$ cat src/rtl/nn_pkg.sv
`default_nettype none
// ============================================================================
// Module   : nn_pkg
// Purpose  : Shared FSM state encoding and activation-mode constants for the
//            sequential perceptron.
// Revision : 1.0 - initial release
// ============================================================================
package nn_pkg;

   // Controller states: accept, multiply-accumulate, activate, present result
   typedef enum logic [1:0] {
      ST_IDLE  = 2'd0,
      ST_ACCUM = 2'd1,
      ST_ACT   = 2'd2,
      ST_OUT   = 2'd3
   } state_t;

   // act_mode encodings; code 3 falls back to identity
   localparam logic [1:0] ACT_IDENT = 2'd0;
   localparam logic [1:0] ACT_RELU  = 2'd1;
   localparam logic [1:0] ACT_STEP  = 2'd2;

endpackage : nn_pkg
`default_nettype wire

$ cat src/rtl/perceptron_seq_if.sv
`default_nettype none
// ============================================================================
// Module   : perceptron_seq_if
// Purpose  : Input-vector, result and coefficient-write bus of the perceptron.
//            master = producer/consumer side, slave = perceptron side.
// Revision : 1.0 - initial release
// ============================================================================
interface perceptron_seq_if #(
   parameter int N_INPUTS = 4,
   parameter int DATA_W   = 16
) ();

   logic                                in_valid;
   logic                                in_ready;
   logic [N_INPUTS*DATA_W-1:0]          in_data;
   logic [1:0]                          act_mode;
   logic                                w_wr_en;
   logic [$clog2(N_INPUTS+1)-1:0]       w_wr_addr;
   logic [DATA_W-1:0]                   w_wr_data;
   logic                                w_wr_err;
   logic                                out_valid;
   logic                                out_ready;
   logic [DATA_W-1:0]                   out_data;

   modport master (
      output in_valid, in_data, act_mode, w_wr_en, w_wr_addr, w_wr_data, out_ready,
      input  in_ready, w_wr_err, out_valid, out_data
   );

   modport slave (
      input  in_valid, in_data, act_mode, w_wr_en, w_wr_addr, w_wr_data, out_ready,
      output in_ready, w_wr_err, out_valid, out_data
   );

endinterface : perceptron_seq_if
`default_nettype wire

$ cat src/rtl/nn_activation.sv
`default_nettype none
// ============================================================================
// Module   : nn_activation
// Purpose  : Combinational rescale (floor shift), saturation to DATA_W and
//            activation function of the accumulated dot product.
// Revision : 1.0 - initial release
// ============================================================================
module nn_activation
   import nn_pkg::*;
#(
   parameter int DATA_W = 16,
   parameter int FRAC_W = 12,
   parameter int ACC_W  = 34
) (
   input  wire logic signed [ACC_W-1:0]  acc_i,
   input  wire logic        [1:0]        mode_i,
   output logic             [DATA_W-1:0] data_o
);

   localparam logic signed [ACC_W-1:0] c_MAX = {{(ACC_W-DATA_W+1){1'b0}}, {(DATA_W-1){1'b1}}};
   localparam logic signed [ACC_W-1:0] c_MIN = {{(ACC_W-DATA_W+1){1'b1}}, {(DATA_W-1){1'b0}}};

   logic signed [ACC_W-1:0]  w_shr;
   logic        [DATA_W-1:0] w_sat;

   // Arithmetic shift floors toward -inf; then clamp into the signed DATA_W range
   always_comb begin
      w_shr = acc_i >>> FRAC_W;
      w_sat = w_shr[DATA_W-1:0];
      if (w_shr > c_MAX) begin
         w_sat = {1'b0, {(DATA_W-1){1'b1}}};
      end else if (w_shr < c_MIN) begin
         w_sat = {1'b1, {(DATA_W-1){1'b0}}};
      end
   end

   // Step yields an integer 1 (not 1.0 in Q format) for strictly positive sums
   always_comb begin
      data_o = w_sat;
      case (mode_i)
         ACT_RELU: data_o = w_sat[DATA_W-1] ? '0 : w_sat;
         ACT_STEP: data_o = (!w_sat[DATA_W-1] && (w_sat != '0)) ? {{(DATA_W-1){1'b0}}, 1'b1} : '0;
         default:  data_o = w_sat;
      endcase
   end

endmodule : nn_activation
`default_nettype wire

$ cat src/rtl/perceptron_seq.sv
`default_nettype none
// ============================================================================
// Module   : perceptron_seq
// Purpose  : Single-multiplier sequential perceptron. Accepts an N_INPUTS
//            vector, accumulates weight*input plus bias over N_INPUTS cycles,
//            applies a selectable activation and holds the result until taken.
// Revision : 1.0 - initial release
// ============================================================================
module perceptron_seq
   import nn_pkg::*;
#(
   parameter int N_INPUTS = 4,
   parameter int DATA_W   = 16,
   parameter int FRAC_W   = 12
) (
   input  wire logic          clk,
   input  wire logic          rst_n,
   perceptron_seq_if.slave    bus
);

   localparam int c_AW    = $clog2(N_INPUTS+1);
   localparam int c_ACC_W = 2*DATA_W + c_AW;
   localparam logic [c_AW-1:0] c_BIAS_ADDR = c_AW'(N_INPUTS);
   localparam logic [c_AW-1:0] c_LAST_CH   = c_AW'(N_INPUTS-1);

   state_t                      state_q;
   logic signed [DATA_W-1:0]    coef_q [N_INPUTS+1];
   logic [N_INPUTS*DATA_W-1:0]  data_q;
   logic [1:0]                  mode_q;
   logic [c_AW-1:0]             cnt_q;
   logic signed [c_ACC_W-1:0]   acc_q;
   logic signed [c_ACC_W-1:0]   acc_d;
   logic                        in_ready_q;
   logic                        out_valid_q;
   logic [DATA_W-1:0]           out_data_q;
   logic                        wr_err_q;

   logic                        w_accept;
   logic                        w_wr_ok;
   logic signed [DATA_W-1:0]    w_bias_cur;
   logic signed [c_ACC_W-1:0]   w_bias_ext;
   logic signed [2*DATA_W-1:0]  w_prod;
   logic [DATA_W-1:0]           w_act;

   assign w_accept = bus.in_valid && in_ready_q;
   assign w_wr_ok  = bus.w_wr_en && (state_q == ST_IDLE) && (bus.w_wr_addr <= c_BIAS_ADDR);

   // A bias written in the accept cycle must seed this vector's accumulator
   assign w_bias_cur = (w_wr_ok && (bus.w_wr_addr == c_BIAS_ADDR)) ? $signed(bus.w_wr_data)
                                                                   : coef_q[c_BIAS_ADDR];
   assign w_bias_ext = {{(c_ACC_W-DATA_W){w_bias_cur[DATA_W-1]}}, w_bias_cur};

   // Channel 0 sits in the low slice of data_q; the register shifts down each MAC
   assign w_prod = $signed(data_q[DATA_W-1:0]) * coef_q[cnt_q];
   assign acc_d  = acc_q + {{(c_ACC_W-2*DATA_W){w_prod[2*DATA_W-1]}}, w_prod};

   nn_activation #(
      .DATA_W (DATA_W),
      .FRAC_W (FRAC_W),
      .ACC_W  (c_ACC_W)
   ) u_act (
      .acc_i  (acc_q),
      .mode_i (mode_q),
      .data_o (w_act)
   );

   // Coefficient register file: writes only land while idle and in range
   always_ff @(posedge clk) begin
      if (!rst_n) begin
         for (int i = 0; i <= N_INPUTS; i++) begin
            coef_q[i] <= '0;
         end
      end else if (w_wr_ok) begin
         coef_q[bus.w_wr_addr] <= bus.w_wr_data;
      end
   end

   // Dropped-write indicator: one-cycle pulse for any strobe that was not applied
   always_ff @(posedge clk) begin
      if (!rst_n) begin
         wr_err_q <= 1'b0;
      end else begin
         wr_err_q <= bus.w_wr_en && !w_wr_ok;
      end
   end

   // Main controller with registered handshake outputs
   always_ff @(posedge clk) begin
      if (!rst_n) begin
         state_q     <= ST_IDLE;
         in_ready_q  <= 1'b0;
         out_valid_q <= 1'b0;
         out_data_q  <= '0;
         acc_q       <= '0;
         data_q      <= '0;
         mode_q      <= ACT_IDENT;
         cnt_q       <= '0;
      end else begin
         case (state_q)
            ST_IDLE: begin
               in_ready_q <= 1'b1;
               if (w_accept) begin
                  in_ready_q <= 1'b0;
                  data_q     <= bus.in_data;
                  mode_q     <= bus.act_mode;
                  acc_q      <= w_bias_ext <<< FRAC_W;
                  cnt_q      <= '0;
                  state_q    <= ST_ACCUM;
               end
            end
            ST_ACCUM: begin
               acc_q  <= acc_d;
               data_q <= data_q >> DATA_W;
               cnt_q  <= cnt_q + c_AW'(1);
               if (cnt_q == c_LAST_CH) begin
                  state_q <= ST_ACT;
               end
            end
            ST_ACT: begin
               out_data_q  <= w_act;
               out_valid_q <= 1'b1;
               state_q     <= ST_OUT;
            end
            ST_OUT: begin
               if (bus.out_ready) begin
                  out_valid_q <= 1'b0;
                  in_ready_q  <= 1'b1;
                  state_q     <= ST_IDLE;
               end
            end
            default: state_q <= ST_IDLE;
         endcase
      end
   end

   assign bus.in_ready  = in_ready_q;
   assign bus.out_valid = out_valid_q;
   assign bus.out_data  = out_data_q;
   assign bus.w_wr_err  = wr_err_q;

endmodule : perceptron_seq
`default_nettype wire
$ cat src/flat_wrapper.sv
// flat-port wrapper written by rule: the top's interface ports become plain ports
module perceptron_seq_flat import nn_pkg::*;
#(
   parameter int N_INPUTS = 4,
   parameter int DATA_W   = 16,
   parameter int FRAC_W   = 12
)
  (clk, rst_n, bus_in_valid, bus_in_data, bus_act_mode, bus_w_wr_en, bus_w_wr_addr, bus_w_wr_data, bus_out_ready, bus_in_ready, bus_w_wr_err, bus_out_valid, bus_out_data);
  perceptron_seq_if #(.N_INPUTS(N_INPUTS), .DATA_W(DATA_W)) bus_i ();
  input  wire logic clk;
  input  wire logic rst_n;
  input wire logic [$bits(bus_i.in_valid)-1:0] bus_in_valid;
  input wire logic [$bits(bus_i.in_data)-1:0] bus_in_data;
  input wire logic [$bits(bus_i.act_mode)-1:0] bus_act_mode;
  input wire logic [$bits(bus_i.w_wr_en)-1:0] bus_w_wr_en;
  input wire logic [$bits(bus_i.w_wr_addr)-1:0] bus_w_wr_addr;
  input wire logic [$bits(bus_i.w_wr_data)-1:0] bus_w_wr_data;
  input wire logic [$bits(bus_i.out_ready)-1:0] bus_out_ready;
  output wire logic [$bits(bus_i.in_ready)-1:0] bus_in_ready;
  output wire logic [$bits(bus_i.w_wr_err)-1:0] bus_w_wr_err;
  output wire logic [$bits(bus_i.out_valid)-1:0] bus_out_valid;
  output wire logic [$bits(bus_i.out_data)-1:0] bus_out_data;
  assign bus_i.in_valid = bus_in_valid;
  assign bus_i.in_data = bus_in_data;
  assign bus_i.act_mode = bus_act_mode;
  assign bus_i.w_wr_en = bus_w_wr_en;
  assign bus_i.w_wr_addr = bus_w_wr_addr;
  assign bus_i.w_wr_data = bus_w_wr_data;
  assign bus_i.out_ready = bus_out_ready;
  assign bus_in_ready = bus_i.in_ready;
  assign bus_w_wr_err = bus_i.w_wr_err;
  assign bus_out_valid = bus_i.out_valid;
  assign bus_out_data = bus_i.out_data;
  perceptron_seq #(.N_INPUTS(N_INPUTS), .DATA_W(DATA_W), .FRAC_W(FRAC_W)) u_core (.clk(clk), .rst_n(rst_n), .bus(bus_i));
endmodule
$ cat config.mk
export PLATFORM = sky130hd
export DESIGN_NAME = perceptron_seq_flat
export DESIGN_NICKNAME = d
export VERILOG_FILES = /design/src/rtl/nn_pkg.sv /design/src/rtl/perceptron_seq_if.sv /design/src/rtl/nn_activation.sv /design/src/rtl/perceptron_seq.sv /design/src/flat_wrapper.sv
export SDC_FILE = /design/constraint.sdc
export NUM_CORES = 1
export LEC_CHECK = 0
export ABC_AREA = 0
export BUFFER_PORTS_ARGS = -buffer_cell sky130_fd_sc_hd__buf_4
export CAP_MARGIN = 0
export CORE_UTILIZATION = 40
export DETAILED_ROUTE_END_ITERATION = 7
export GPL_TIMING_DRIVEN = 0
export SLEW_MARGIN = 20
export SYNTH_ARGS = -nofsm -noshare
export SYNTH_HDL_FRONTEND = slang
export SYNTH_HIERARCHICAL = 1
export SYNTH_SLANG_ARGS = --single-unit
$ cat constraint.sdc
create_clock -name clk -period 11.88 [get_ports clk]
set_clock_uncertainty 0.05 [all_clocks]
set_input_delay 1.782 -clock clk [delete_from_list [all_inputs] [get_ports clk]]
set_output_delay 1.782 -clock clk [all_outputs]
set_load 0.1 [all_outputs]
Yosys cells after proc, flatten, opt, wreduce, memory -nomap -nowiden:

Memories as Yosys holds them, arrays and structs flattened. A register that Yosys moved wholly into a read port is not among the register bits.
Cells that the tools add are included.

* output and inout bits: 19
* input bits: 90
* memory bits (read-only): 0
* latch bits: 0
* bits in writable memories: 80
* memories: 1
* register bits: 125

Memory list
* u_core.coef_q: words 5, width 16, read ports 2, clocked after memory_dff 1, wr ports 5, RTL line perceptron_seq.sv:27 `logic signed [DATA_W-1:0] coef_q [N_INPUTS+1];`

* reduce and logical (&&, ||, !) cells: 19
* add/sub/neg operators: 2
* mux-type cells: 30
* shift-type cells: 0
* order comparisons: 3
* divide/modulo/power cells: 0
* bitwise operators: 0
* equal/unequal tests: 10
* multipliers: 1

Operators by type and width (number)
* one-hot mux 64 bit (2 select lines): 1
* one-hot mux 35 bit (2 select lines): 1
* two-way mux 16 bit: 4
* two-way mux 64 bit: 1
* adder 35 bit: 1
* two-way mux 35 bit: 1
* multiplier 16 x 16 -> 32 bit: 1
* one-hot mux 16 bit (2 select lines): 1
* > comparator 23 x 16 -> 1 bit, second input constant: 1
* < comparator 23 x 16 -> 1 bit, second input constant: 1
* nonzero test 16 bit: 1
* OR reduction 16 bit: 1
* two-way mux 15 bit: 1
* two-way mux 3 bit: 4
* two-way mux 1 bit: 9
* one-hot mux 2 bit (4 select lines): 1
* AND reduction 2 bit: 4
* == test 2 bit, second input constant: 3
* logical AND 1 bit: 6
* two-way mux 2 bit: 3
* one-hot mux 3 bit (2 select lines): 1
* nonzero test 2 bit: 3
* == test 2 x 1 -> 1 bit, second input constant: 2
* != test 2 x 1 -> 1 bit, second input constant: 2
* other kinds (9): 11

Longest topological paths before layout:

* depth after elaboration: 8
* mapped depth: 42
* depth with buffers taken out: 39

Modules after synthesis:

Netlist, hierarchy kept.

By module, submodules not included
* perceptron_seq: area an instance 22296.4 µm², instances 1, cells an instance 2125
* nn_activation: area an instance 325.3 µm², instances 1, cells an instance 56

Worst setup path before layout:

Ideal clock, no wire load.

* path type: register to register
* start point: register (tool-made name)
* end point: register u_core.acc_q[33]
* stages on the path, launching flop included: 38
* data required time: 11710 ps
* period minus slack after synthesis: 9494 ps
* data arrival time: 9324 ps
* slack: 2386 ps
* path through: dfxtp_1 clkbuf_1 buf_1 mux4_2 mux2_2 clkbuf_1 nand2_1 fa_1 fa_1 fa_1 fa_1 inv_1 fa_1 inv_1 fa_1 inv_1 ha_1 and3_2 (+2 left out) a21oi_1 o21ai_1 a21o_1 a21oi_1 nor2b_1 o21ai_0 a21boi_0 ha_1 a21o_1 a221o_1 a211o_1 nor2_1 o21ai_1 a211oi_2 nor3b_1 nor2_1 nor4b_1 a211o_1

RTL lines
* end signal, assigned: RTL line perceptron_seq.sv:106 `acc_q <= w_bias_ext <<< FRAC_W;`
* end, declared: RTL line perceptron_seq.sv:31 `logic signed [c_ACC_W-1:0] acc_q;`

==> impl_metrics.py <==
metrics = {
    "worst_setup_path": {
        "crit_top_cell": "fa_1",
        "slowest_stage": "mux2i_2",
        "end_kind": "flip-flop",
        "cp.arrival_ns": 11.64,
        "crit_path_max_incr_delay_ns": 0.60,
        "cp_data_required_time_ns": 12.34,
        "cp_max_fo": 10,
        "rr_worst_depth": 39,
        "critPathLaunchType": "flip-flop",
        "worstSetupPathType": "flip-flop to flip-flop",
    },
    "clocking": {
        "cts_setup_buffers": 0,
        "clock_latency_ns": 0.56,
        "clock_sinks": 256,
        "clk_path_buf_depth": 3,
        "clk_pin_slew_ns": 0.06,
        "cts_buffers": 28,
        "htree_levels": 1,
        "clockRootBuffer": "clkbuf_16",
        "cts_tree": "done",
    },
    "sta": {
        "fin_crit_ns": 11.18,
        "post-route-period-util": 0.9412,
        "slew_violations": 0,
        "finalSetupViolations": 0,
        "final_hold_viol_count": 0,
        "max_slew_margin": 0.3298,
        "fin_setup_tns_ns": 0,
        "rsz0062_at_grt": "no",
        "worst_pin_slew_ns": 1.005,
        "max_freq_mhz": 89.44,
    },
    "logic_synthesis": {
        "synth_cell_types": 73,
        "ys_warn_count": 6,
        "ys_async_sr_fraction": 0,
        "seq_area_frac_synth": 0.2832,
        "synthFlopType": "edfxtp_1",
        "synthTopCellsByArea": "fa_1 23%, edfxtp_1 17%, dfxtp_1 11%, ha_1 7.1%, inv_1 5.2%",
        "netlist_instances": 2181,
        "syn_avg_cell_area_um2": 10.37,
        "synth_edf_count": 128,
        "ys_ff_latch": 256,
        "yosysTopAreaCell": "fa_1",
        "netlist_area_mm2": 0.02262,
        "synth_top_area_frac": 0.2327,
    },
    "drt": {
        "drt_pass1_iterations": 5,
        "drt_iter0_markers": 1021,
        "postRouteAntennaNets": 0,
        "routed-via-count": 16230,
        "wirelength_um": 61530,
        "post-route-drc-count": 0,
        "via_per_inst": 5.170,
        "wl_per_cell_um": 19.61,
    },
    "die": {
        "initial_core_util": 0.4074,
        "fp.dieW_um": 239.8,
        "dieArea_mm2": 0.05751,
        "rows": 86,
        "core-area_mm2": 0.05552,
        "num_io_pins": 109,
        "die_y_um": 239.8,
    },
    "global_routing": {
        "grt_max_degree": 17,
        "grt_usage": 0.2213,
        "antenna_found_initial": 2,
        "grt_pass1_vias": 16790,
        "overflow": 0,
        "grt_pass1_wl_um": 96670,
    },
    "final_layout": {
        "layout_common_cells": "314 x inv_1, 263 x fa_1, 196 x nand2_1",
        "layout.nets": 2849,
        "n_fill_cell": 5275,
        "area_growth_pct": 12.99,
        "final_common_cell": "inv_1",
        "layout-drive-gt1-share": 0.1034,
    },
    "placed_design": {
        "port-buffer-count": 107,
        "routabilityCongestion": 0.8970,
        "hpwl_um": 49900,
    },
    "run_status": {
        "run_status": "finished clean",
    },
    "flow_run": {
        "max_cap_viol_count": 0,
    },
    "hold_path": {
        "min_path_type": "flip-flop to flip-flop",
        "hold_depth": 2,
    },
}
routing by layer:
metal	vias up	share of wire	wire length [um]	GRT usage
met3	68	0.049	3010	0.02489
li1	7519	-	-	-
met5	-	0	0	0
met4	0	0.020	1235	0.04459
met1	8221	0.44	26850	0.3002
met2	417	0.49	30440	0.3809
cell usage after synthesis, types with 7 or more instances:
master,count
inv_1,314
fa_1,263
nand2_1,196
nor2b_1,142
ha_1,129
dfxtp_1,128
edfxtp_1,128
and2_1,125
mux2i_1,84
clkbuf_1,82
nor2_1,68
a21oi_1,63
o211a_1,52
o21ai_0,45
xnor2_1,41
mux4_2,32
a21o_1,27
a22oi_1,27
nand2b_1,26
xor2_1,21
mux2_2,17
nand3_1,14
o21a_1,10
buf_1,9
a211oi_1,8
o211ai_1,8
a21oi_2,7
and3_1,7
through the flow:
stage / hold WS, ns / setup slack (ns) / util / instances / area [um2]
floorplan: 0.3954 / 2.386 / - / 2228 / 22800
global route: 0.4630 / 0.08655 / 0.4603 / 3136 / 25560
global placement: 0.4284 / 0.4014 / 0.4419 / 3083 / 24540
finish: 0.4411 / 0.6989 / 0.4604 / 3138 / 25560
detailed placement: 0.4317 / 0.3112 / 0.4425 / 3085 / 24570
CTS: 0.4403 / 0.2870 / 0.4595 / 3136 / 25510
layout make-up:
| class | count | area (um2) | share of cell area |
|---|---|---|---|
| inverters | 315 | 1182 | 0.04626 |
| plain buffers | 98 | 391.6 | 0.01532 |
| clock inverters | 16 | 175.2 | 0.006853 |
| repair buffers | 109 | 825.8 | 0.03231 |
| clock buffers | 35 | 768.2 | 0.03006 |
| flip-flops and latches | 256 | 6406 | 0.2506 |
| multi-input cells | 1559 | 14870 | 0.5818 |
| diodes | 2 | 5.005 | 0.0001958 |
| well taps | 748 | 935.9 | 0.03661 |
what timing repair did:
item	CTS	global route
endpoints found under the setup margin	0	4
hold buffers	0	0
resized for setup	0	4
flip-flops by register name, indices dropped and copies added (netlist names), 2 cells and up, named ones only:
register,cells
u_core/data_q,64
u_core/state_q,2
u_core/cnt_q,3
u_core/mode_q,2
u_core/acc_q,35
u_core/bus.out_data,16
u_core/coef_q,128
critical path, delay by kind of cell (launching register included):
| family | cells | cell delay [ns] |
|---|---|---|
| fa+ha+maj | 8 | 3.75 |
| compound gates | 11 | 2.37 |
| simple gates | 11 | 1.99 |
| buf+inv | 7 | 1.46 |
| mux | 2 | 1.17 |
| flops | 1 | 0.31 |
path summary, 6_finish.rpt:
path	from	endpoint	slack, ns
hold reg to reg	u_core/acc_q[2]	u_core/acc_q[2]	0.44
hold / removal	u_core/acc_q[2]	u_core/acc_q[2]	0.44
setup / recovery	flip-flop	u_core/acc_q[33]	0.70
setup reg to reg	flip-flop	u_core/acc_q[33]	0.70
kinds of logic (layout without fill, tap and decap cells):
| logic type | after synthesis | count (layout) | synth area share |
|---|---|---|---|
| simple gates | 616 | 616 | 0.1414 |
| buf+inv | 413 | 573 | 0.06947 |
| fa+ha+maj | 392 | 392 | 0.3041 |
| compound gates | 307 | 307 | 0.09923 |
| flops | 256 | 256 | 0.2832 |
| mux | 133 | 133 | 0.07749 |
| xor+xnor | 63 | 63 | 0.02500 |
| other cells | 1 | 50 | 0.0001658 |
Power is not shown: default switching activity piles up to over one toggle a cycle in this logic, so the estimate is an artifact.
